**src/rtl/step_activity_tracker_if.sv**
```systemverilog
// Signal bundle between the fitness-tracker front end and the step activity tracker.
// master drives the raw tick clock and pulse; slave returns counts, strobe and debug state.
interface step_activity_tracker_if;
   logic        tick_clk_in;
   logic        pulse_in;
   logic [13:0] total_steps;
   logic [7:0]  steps_last_sec;
   logic [11:0] active_secs;
   logic        sec_strobe;
   logic        over_goal;
   logic [1:0]  dbg_state;
   logic [7:0]  dbg_win_cnt;

   // No valid/ready handshake here: inputs are free-running asynchronous levels,
   // outputs are registered levels except sec_strobe, a single-clk pulse per window.
   modport master (
      output tick_clk_in, pulse_in,
      input  total_steps, steps_last_sec, active_secs, sec_strobe, over_goal,
      input  dbg_state, dbg_win_cnt
   );

   modport slave (
      input  tick_clk_in, pulse_in,
      output total_steps, steps_last_sec, active_secs, sec_strobe, over_goal,
      output dbg_state, dbg_win_cnt
   );
endinterface

```
**src/rtl/step_activity_tracker.sv**
```systemverilog
// Debounces pedometer pulses on 10 ms ticks, keeps a saturating step total,
// per-second step figure and a count of active seconds.
module step_activity_tracker #(
   parameter int TICKS_PER_SEC = 100,
   parameter int DEB_TICKS     = 3,
   parameter int MAX_STEPS     = 9999,
   parameter int GOAL_STEPS    = 500,
   parameter int ACTIVE_THRESH = 2
) (
   input logic                   clk,
   input logic                   reset,
   step_activity_tracker_if.slave sif
);

   localparam int QW = $clog2(DEB_TICKS + 1);
   localparam int TW = (TICKS_PER_SEC > 1) ? $clog2(TICKS_PER_SEC) : 1;

   localparam logic [QW-1:0] DEB_C      = QW'(DEB_TICKS);
   localparam logic [TW-1:0] TICK_LAST  = TW'(TICKS_PER_SEC - 1);
   localparam logic [13:0]   MAX_C      = 14'(MAX_STEPS);
   localparam logic [13:0]   GOAL_C     = 14'(GOAL_STEPS);
   localparam logic [7:0]    ACT_C      = 8'(ACTIVE_THRESH);

   typedef enum logic [1:0] {
      IDLE = 2'd0,
      QUAL = 2'd1,
      HELD = 2'd2
   } deb_state_t;

   // synchronizers and tick edge detect
   logic tick_s1, tick_s2, tick_s2_d, tick;
   logic pulse_s1, pulse_s;

   always_ff @(posedge clk or posedge reset) begin
      if (reset) begin
         tick_s1   <= 1'b0;
         tick_s2   <= 1'b0;
         tick_s2_d <= 1'b0;
         tick      <= 1'b0;
         pulse_s1  <= 1'b0;
         pulse_s   <= 1'b0;
      end else begin
         tick_s1   <= sif.tick_clk_in;
         tick_s2   <= tick_s1;
         tick_s2_d <= tick_s2;
         tick      <= tick_s2 & ~tick_s2_d;
         pulse_s1  <= sif.pulse_in;
         pulse_s   <= pulse_s1;
      end
   end

   // debounce FSM
   deb_state_t    state, state_nxt;
   logic [QW-1:0] qual, qual_nxt, qual_inc;
   logic          accept;

   always_ff @(posedge clk or posedge reset) begin
      if (reset) begin
         state <= IDLE;
         qual  <= '0;
      end else begin
         state <= state_nxt;
         qual  <= qual_nxt;
      end
   end

   always_comb begin
      state_nxt = state;
      qual_nxt  = qual;
      accept    = 1'b0;
      qual_inc  = qual + QW'(1);
      if (tick) begin
         case (state)
            IDLE: begin
               if (pulse_s) begin
                  if (DEB_TICKS == 1) begin
                     accept    = 1'b1;
                     state_nxt = HELD;
                  end else begin
                     qual_nxt  = QW'(1);
                     state_nxt = QUAL;
                  end
               end
            end
            QUAL: begin
               if (!pulse_s) begin
                  qual_nxt  = '0;
                  state_nxt = IDLE;
               end else if (qual_inc == DEB_C) begin
                  accept    = 1'b1;
                  qual_nxt  = '0;
                  state_nxt = HELD;
               end else begin
                  qual_nxt  = qual_inc;
               end
            end
            HELD: begin
               if (!pulse_s) state_nxt = IDLE;
            end
            default: begin
               qual_nxt  = '0;
               state_nxt = IDLE;
            end
         endcase
      end
   end

   // counters and window bookkeeping
   logic [13:0]   total_steps, total_nxt;
   logic [7:0]    win_cnt, win_inc, steps_last_sec;
   logic [11:0]   active_secs;
   logic [TW-1:0] tick_idx;
   logic          sec_strobe, over_goal, win_close;

   always_comb begin
      total_nxt = total_steps;
      win_inc   = win_cnt;
      if (accept && (total_steps < MAX_C)) total_nxt = total_steps + 14'd1;
      if (accept && (win_cnt != 8'hFF))    win_inc   = win_cnt + 8'd1;
      win_close = tick && (tick_idx == TICK_LAST);
   end

   // a step accepted on the closing tick is folded into win_inc, so it lands in the closing window
   always_ff @(posedge clk or posedge reset) begin
      if (reset) begin
         total_steps    <= '0;
         win_cnt        <= '0;
         steps_last_sec <= '0;
         active_secs    <= '0;
         tick_idx       <= '0;
         sec_strobe     <= 1'b0;
         over_goal      <= 1'b0;
      end else begin
         sec_strobe  <= win_close;
         over_goal   <= (total_nxt >= GOAL_C);
         total_steps <= total_nxt;
         if (tick) begin
            if (win_close) begin
               tick_idx       <= '0;
               win_cnt        <= '0;
               steps_last_sec <= win_inc;
               if ((win_inc >= ACT_C) && (active_secs != 12'hFFF))
                  active_secs <= active_secs + 12'd1;
            end else begin
               tick_idx <= tick_idx + TW'(1);
               win_cnt  <= win_inc;
            end
         end
      end
   end

   assign sif.total_steps    = total_steps;
   assign sif.steps_last_sec = steps_last_sec;
   assign sif.active_secs    = active_secs;
   assign sif.sec_strobe     = sec_strobe;
   assign sif.over_goal      = over_goal;
   assign sif.dbg_state      = state;
   assign sif.dbg_win_cnt    = win_cnt;

endmodule
```
**src/flat_wrapper.sv**
```systemverilog
// flat-port wrapper written by rule: the top's interface ports become plain ports
module step_activity_tracker_flat 
#(
   parameter int TICKS_PER_SEC = 100,
   parameter int DEB_TICKS     = 3,
   parameter int MAX_STEPS     = 9999,
   parameter int GOAL_STEPS    = 500,
   parameter int ACTIVE_THRESH = 2
)
  (clk, reset, sif_tick_clk_in, sif_pulse_in, sif_total_steps, sif_steps_last_sec, sif_active_secs, sif_sec_strobe, sif_over_goal, sif_dbg_state, sif_dbg_win_cnt);
  step_activity_tracker_if sif_i ();
  input logic clk;
  input logic reset;
  input wire logic [$bits(sif_i.tick_clk_in)-1:0] sif_tick_clk_in;
  input wire logic [$bits(sif_i.pulse_in)-1:0] sif_pulse_in;
  output wire logic [$bits(sif_i.total_steps)-1:0] sif_total_steps;
  output wire logic [$bits(sif_i.steps_last_sec)-1:0] sif_steps_last_sec;
  output wire logic [$bits(sif_i.active_secs)-1:0] sif_active_secs;
  output wire logic [$bits(sif_i.sec_strobe)-1:0] sif_sec_strobe;
  output wire logic [$bits(sif_i.over_goal)-1:0] sif_over_goal;
  output wire logic [$bits(sif_i.dbg_state)-1:0] sif_dbg_state;
  output wire logic [$bits(sif_i.dbg_win_cnt)-1:0] sif_dbg_win_cnt;
  assign sif_i.tick_clk_in = sif_tick_clk_in;
  assign sif_i.pulse_in = sif_pulse_in;
  assign sif_total_steps = sif_i.total_steps;
  assign sif_steps_last_sec = sif_i.steps_last_sec;
  assign sif_active_secs = sif_i.active_secs;
  assign sif_sec_strobe = sif_i.sec_strobe;
  assign sif_over_goal = sif_i.over_goal;
  assign sif_dbg_state = sif_i.dbg_state;
  assign sif_dbg_win_cnt = sif_i.dbg_win_cnt;
  step_activity_tracker #(.TICKS_PER_SEC(TICKS_PER_SEC), .DEB_TICKS(DEB_TICKS), .MAX_STEPS(MAX_STEPS), .GOAL_STEPS(GOAL_STEPS), .ACTIVE_THRESH(ACTIVE_THRESH)) u_core (.clk(clk), .reset(reset), .sif(sif_i));
endmodule
```
**config.mk**
```make
export PLATFORM = sky130hd
export DESIGN_NAME = step_activity_tracker_flat
export DESIGN_NICKNAME = d
export VERILOG_FILES = /design/src/rtl/step_activity_tracker_if.sv /design/src/rtl/step_activity_tracker.sv /design/src/flat_wrapper.sv
export SDC_FILE = /design/constraint.sdc
export NUM_CORES = 1
export LEC_CHECK = 0
export ABC_AREA = 1
export CAP_MARGIN = 30
export CORE_AREA = 2 2 79 81
export DETAILED_ROUTE_END_ITERATION = 6
export DIE_AREA = 0 0 81 83
export PLACE_DENSITY = 0.83
export SLEW_MARGIN = 20
export SYNTH_ARGS = -nofsm -noshare
export SYNTH_HDL_FRONTEND = slang
export SYNTH_SLANG_ARGS = --single-unit
```
**constraint.sdc**
```tcl
create_clock -name clk -period 5.7 [get_ports clk]
set_clock_uncertainty 0.15 [all_clocks]
set_input_delay 0.855 -clock clk [delete_from_list [all_inputs] [get_ports clk]]
set_output_delay 0.855 -clock clk [all_outputs]
set_load 0.005 [all_outputs]
```
After elaboration in Yosys (flattened, before gate mapping):

Cells that the tools add are included.

* ROM bits: 0
* input port bits: 4
* output and inout port bits: 46
* RAM bits: 0
* memories: 0
* bits in latches: 0
* register bits after elaboration: 61
* word-level logic and storage cells: 60

* eq/ne operators: 9
* magnitude comparators: 3
* reductions and logical operators: 9
* divide/modulo/power cells: 0
* $add $sub $neg: 5
* shift operators: 0
* mux-type cells: 16
* multiply operators: 0
* bitwise gates (word level): 3

Operator list (number)
* 8-bit two-way mux: 2
* 14-bit by 1-bit adder with 14-bit output (second input constant): 1
* 14-bit by 9-bit >= comparator with 1-bit output (second input constant): 1
* 14-bit < comparator (second input constant): 1
* 14-bit two-way mux: 1
* 12-bit by 1-bit adder with 12-bit output (second input constant): 1
* 2-bit two-way mux: 6
* 12-bit inequality test (second input constant): 1
* 2-bit one-hot mux with 3 select lines: 2
* 8-bit by 1-bit adder with 8-bit output (second input constant): 1
* 8-bit by 2-bit >= comparator with 1-bit output (second input constant): 1
* 8-bit inequality test (second input constant): 1
* 7-bit by 1-bit adder with 7-bit output (second input constant): 1
* 7-bit equality test (second input constant): 1
* 7-bit two-way mux: 1
* 3-bit AND reduction: 2
* 2-bit equality test (second input constant): 2
* 1-bit logical AND: 4
* 1-bit two-way mux: 4
* 4-bit AND reduction: 1
* 3-bit inequality test (second input constant): 1
* 2-bit by 1-bit adder with 2-bit output (second input constant): 1
* 2-bit by 1-bit equality test with 1-bit output (second input constant): 1
* 2-bit logical NOT: 1
* 5 further kinds: 6

Depth between registers and ports, before layout:

* depth after elaboration: 11
* gate-level depth with buffers: 15
* mapped depth without buffers: 14

Worst setup path before layout:

Ideal clock, no wire load.

* kind: flip-flop to flip-flop
* from: reg u_core.win_cnt[0], in the netlist u_core.sif.dbg_win_cnt[0]
* to: reg u_core.active_secs[0], in the netlist u_core.sif.active_secs[0]
* path slack: 3.789 ns
* period minus slack after synthesis: 1.911 ns
* library setup time: 0.117 ns
* cell stages (with the launch flop): 14
* arrival time: 1.645 ns
* required time: 5.433 ns
* buffers on the path: 1
* path through: dfrtp_1 -> ha_1 -> nand2_2 -> nor2_4 -> nand2_4 -> nand2_4 -> inv_2 -> nand2_1 -> nand3_1 -> nor2_1 -> nand2_2 -> buf_2 -> nand3_1 -> nand2_1

* longest elaborated chain between the ends: 6
* elaborated cells between the ends (all ways): 7
* classes of those cells: add/sub (1); order compare (1); eq/ne (1); mux (1); reduce/logical (3)

Ends and longest elaborated chain
* start: declaration: RTL line step_activity_tracker.sv:110 `logic [7:0] win_cnt, win_inc, steps_last_sec;`
* start signal: assignment: RTL line step_activity_tracker.sv:146 `win_cnt <= win_inc;`
* parallel branches: the longest is 2 deep, another holds 8-bit by 1-bit adder with 8-bit output
* 8-bit two-way mux *: RTL line step_activity_tracker.sv:119 `if (accept && (win_cnt != 8'hFF)) win_inc = win_cnt + 8'd1;`
* 8-bit by 2-bit >= comparator with 1-bit output *: RTL line step_activity_tracker.sv:142 `if ((win_inc >= ACT_C) && (active_secs != 12'hFFF))`
* 1-bit logical AND *: RTL line step_activity_tracker.sv:142
* 3-bit AND reduction (no source line) *
* end signal: assignment: RTL line step_activity_tracker.sv:143 `active_secs <= active_secs + 12'd1;`
* end: declaration: RTL line step_activity_tracker.sv:111 `logic [11:0] active_secs;`

Every way passes the cells marked *.
A chain may end at the register's enable or synchronous reset.

Final worst setup path:

* from: reg u_core.tick_idx[1]
* to: reg u_core.active_secs[1], in the netlist u_core.sif.active_secs[1]

* longest elaborated chain between the ends: 3

Ends and longest elaborated chain
* start: declaration: RTL line step_activity_tracker.sv:112 `logic [TW-1:0] tick_idx;`
* start signal: assignment: RTL line step_activity_tracker.sv:145 `tick_idx <= tick_idx + TW'(1);`
* 7-bit equality test: RTL line step_activity_tracker.sv:120 `win_close = tick && (tick_idx == TICK_LAST);`
* 1-bit logical AND: RTL line step_activity_tracker.sv:120
* 3-bit AND reduction (no source line)

Every way passes these cells.

==> impl_metrics.toml <==
[run_status]
status = "finished clean"

[critical_path]
arrival_ps = 2550
cp_common_cell = "nand2_1"
startpoint_type = "register"
cp_max_fo = 18
worstPathCellList = "ha_1, nand2_1, nor4_4, o41ai_1, inv_2, nand2_2, nand2_1, nand2_1"
cp_slowest_cell = "nor4_4"
max_stage_delay_ps = 730
crit_required_ps = 5780
endpoint_kind = "register"
worstSetupPathType = "reg2reg"
startpoint = "u_core.tick_idx[1]"
worst_r2r_startpoint = "u_core.tick_idx[1]"

[placed_design]
hpwl_mm = 4.83
placed_cell_area_um2 = 3840
portBuffers = 49
place_ws_ps = 3250
place_congestion = 0.883
dp.cells = 528

[drt]
wirelength_mm = 6.66
via_per_inst = 5.21
first_pass_iters = 5
routedWlPerCell_um = 12.2
drc = 0
drtIter0Drc = 148
num_vias = 2832
drtAntennaViolNets = 0

[logic_synthesis]
synth-compound-area-share_pct = 5.27
synthAdderAreaFrac_pct = 1.52
syn_avg_cell_area_um2 = 8.06
synth_top_family_by_area = "simple AND/OR/NAND/NOR gates"
synthSimpleGateAreaFrac_pct = 34.1
synth_cell_types = 36
yosysTopAreaCellShare_pct = 46.2
netlist_area_um2 = 3300
async_flop_share_pct = 100
synth_edf_count = 0
yosysWarnings = 0
synth.ff_latch_count = 61
ys_seq_area_share_pct = 46.2
synthCells = 410
yosys_most_used_dff = "dfrtp_1"
synth_mux_area_share_pct = 0
synth_area_leaders = "dfrtp_1 (46%), nand2_1 (13%), nand3_1 (5.6%)"
synth_most_common_cell = "nand2_1"
synth_fp_nets = 418
synth_xor_area_share_pct = 5.83
yosys-top-cells-count = "nand2_1 (118), dfrtp_1 (61), inv_1 (40), nor2_1 (38), nand3_1 (37)"
synth_top_area_cell = "dfrtp_1"

[final_layout]
instances_no_fill = 544
layout.nets = 472
antenna_cells = 0
layout-drive-gt1-share_pct = 10.0
fillCellCount = 479
final_util_pct = 69.4
postLayoutCellArea_um2 = 4040
syn2layout_area_growth_pct = 22.2

[hold_path]
min_path_type = "reg2reg"
worstHoldStart = "u_core.pulse_s1"

[cts]
path_clk_slew_ps = 60
cts_root_buf = "clkbuf_8"
ctsHoldBuffers = 0
htreeDepth = 3
cts_resized = 0
clock_sink_count = 61
clock_latency_ps = 330
cts_made_buffers = 9
tritoncts = "built"
clock_tree.buffer_depth = 2
cts_setup_buffers = 0

[timing]
finalSetupViolations = 0
fin_crit_sh_pct = 43.3
fmax_mhz = 405
fin_crit_ps = 2470
worst_pin_slew_ps = 842
rsz0062_at_grt = "false"
slew_headroom_pct = 43.4
slew_violations = 0
finalHoldViolations = 0
fin_ws_ps = 3230
tns_ps = 0

[floorplanning]
start_util_pct = 56.8
fp.dieW_um = 81
die_area_um2 = 6720
row_count = 28
core-area_um2 = 5820
ioPinCount = 50
die_h_um = 83

[global_route]
grt_pass1_vias = 2617
grt_max_degree = 62
grt_first_pass_wirelength_mm = 11.4
antenna_found_initial = 0
track_usage_pct = 21.8
grt_overflow = 0

[power_and_ir_drop]
powerDensity_nw_per_um2 = 279
leakagePower_nw = 2.00
peakVddDrop_v = 0.000169

[job]
maxCapViolCount = 0
## worst paths after layout
kind / to / slack (ps) / cells past startpoint
min reg2reg: u_core.pulse_s / 200 / 0
min: u_core.pulse_s / 200 / 0
max reg2reg: u_core.sif.active_secs[1] / 3230 / 8
max in group asynchronous: u_core.tick_idx[3] / 4010 / 3
max: u_core.sif.active_secs[1] / 3230 / 8
min in group asynchronous: u_core.sif.active_secs[1] / 900 / 3
## registers in the layout (all words and copies together) (netlist names)
register / flops
u_core.qual: 2
u_core.sif.steps_last_sec: 8
u_core.sif.dbg_win_cnt: 8
u_core.pulse_s: 1
u_core.tick_s1: 1
u_core.tick_s2_d: 1
u_core.sif.active_secs: 12
u_core.tick_idx: 7
u_core.tick_s2: 1
u_core.sif.total_steps: 14
u_core.pulse_s1: 1
u_core.sif.over_goal: 1
u_core.sif.sec_strobe: 1
u_core.sif.dbg_state: 2
u_core.tick: 1
## through the flow
step | hold slack, ps | total power [W]
6_report | 202 | 0.00113
5_1_grt | 213 | 0.00120
4_1_cts | 201 | 0.00114
3_5_place_dp | 186 | 0.000764
3_3_place_gp | 187 | 0.000752
2_1_floorplan | 181 | 0.000674
## per-layer routing
| layer | up-vias | GRT usage (%) | part of all wire [%] |
|---|---|---|---|
| li1 | 1429 | - | - |
| met1 | 1338 | 28.0 | 46 |
| met2 | 59 | 34.6 | 50 |
| met3 | 6 | 6.74 | 3.7 |
| met4 | 0 | 7.70 | 1.0 |
| met5 | - | 0 | 0 |
## layout by cell type (no fill, tap or decap), types with 4 or more instances in the layout
master / Yosys / final
clkbuf_8: 0 / 10
o21ai_0: 13 / 13
nor2_1: 38 / 38
clkdlybuf4s50_1: 0 / 49
nor3_1: 7 / 7
xor2_1: 14 / 14
nand2_2: 8 / 8
nand3_1: 37 / 37
inv_2: 8 / 9
inv_1: 40 / 39
dfrtp_1: 61 / 61
a21oi_1: 8 / 8
a31oi_1: 4 / 4
nand4_1: 8 / 8
xnor2_1: 8 / 8
ha_1: 4 / 4
nand2_1: 118 / 118
## worst max-delay path: cells and delay by family, from the launching register on
family	cells	cell delay [ps]
adder cells (fa/ha/maj)	1	180
buffers and inverters	1	240
AO/OA/AOI/OAI	1	220
flip-flops	1	380
AND/OR/NAND/NOR	5	1180
## cell type report
| type | instances | area (µm²) | area share, % |
|---|---|---|---|
| clock inverters | 4 | 47.5 | 1.18 |
| flip-flops and latches | 61 | 1530 | 37.8 |
| repair buffers | 50 | 498 | 12.3 |
| inverters | 49 | 184 | 4.56 |
| clock buffers | 12 | 145 | 3.59 |
| multi-input cells | 293 | 1540 | 38.2 |
| well taps | 75 | 93.8 | 2.32 |
## kinds of logic (layout without fill, tap and decap cells)
| group | after synthesis | after routing |
|---|---|---|
| AO/OA/AOI/OAI | 31 | 31 |
| buffers and inverters | 56 | 115 |
| adder cells (fa/ha/maj) | 4 | 4 |
| flip-flops | 61 | 61 |
| AND/OR/NAND/NOR | 236 | 236 |
| XOR/XNOR | 22 | 22 |
## power breakdown
part / internal [W] / switching, W / leakage, nW
Clock: 0.000212 / 0.000160 / 0.0964
Sequential: 0.000480 / 0.0000615 / 0.825
Combinational: 0.0000976 / 0.000115 / 1.07
Total: 0.000790 / 0.000337 / 2.00
(Power assumes the default switching activity.)
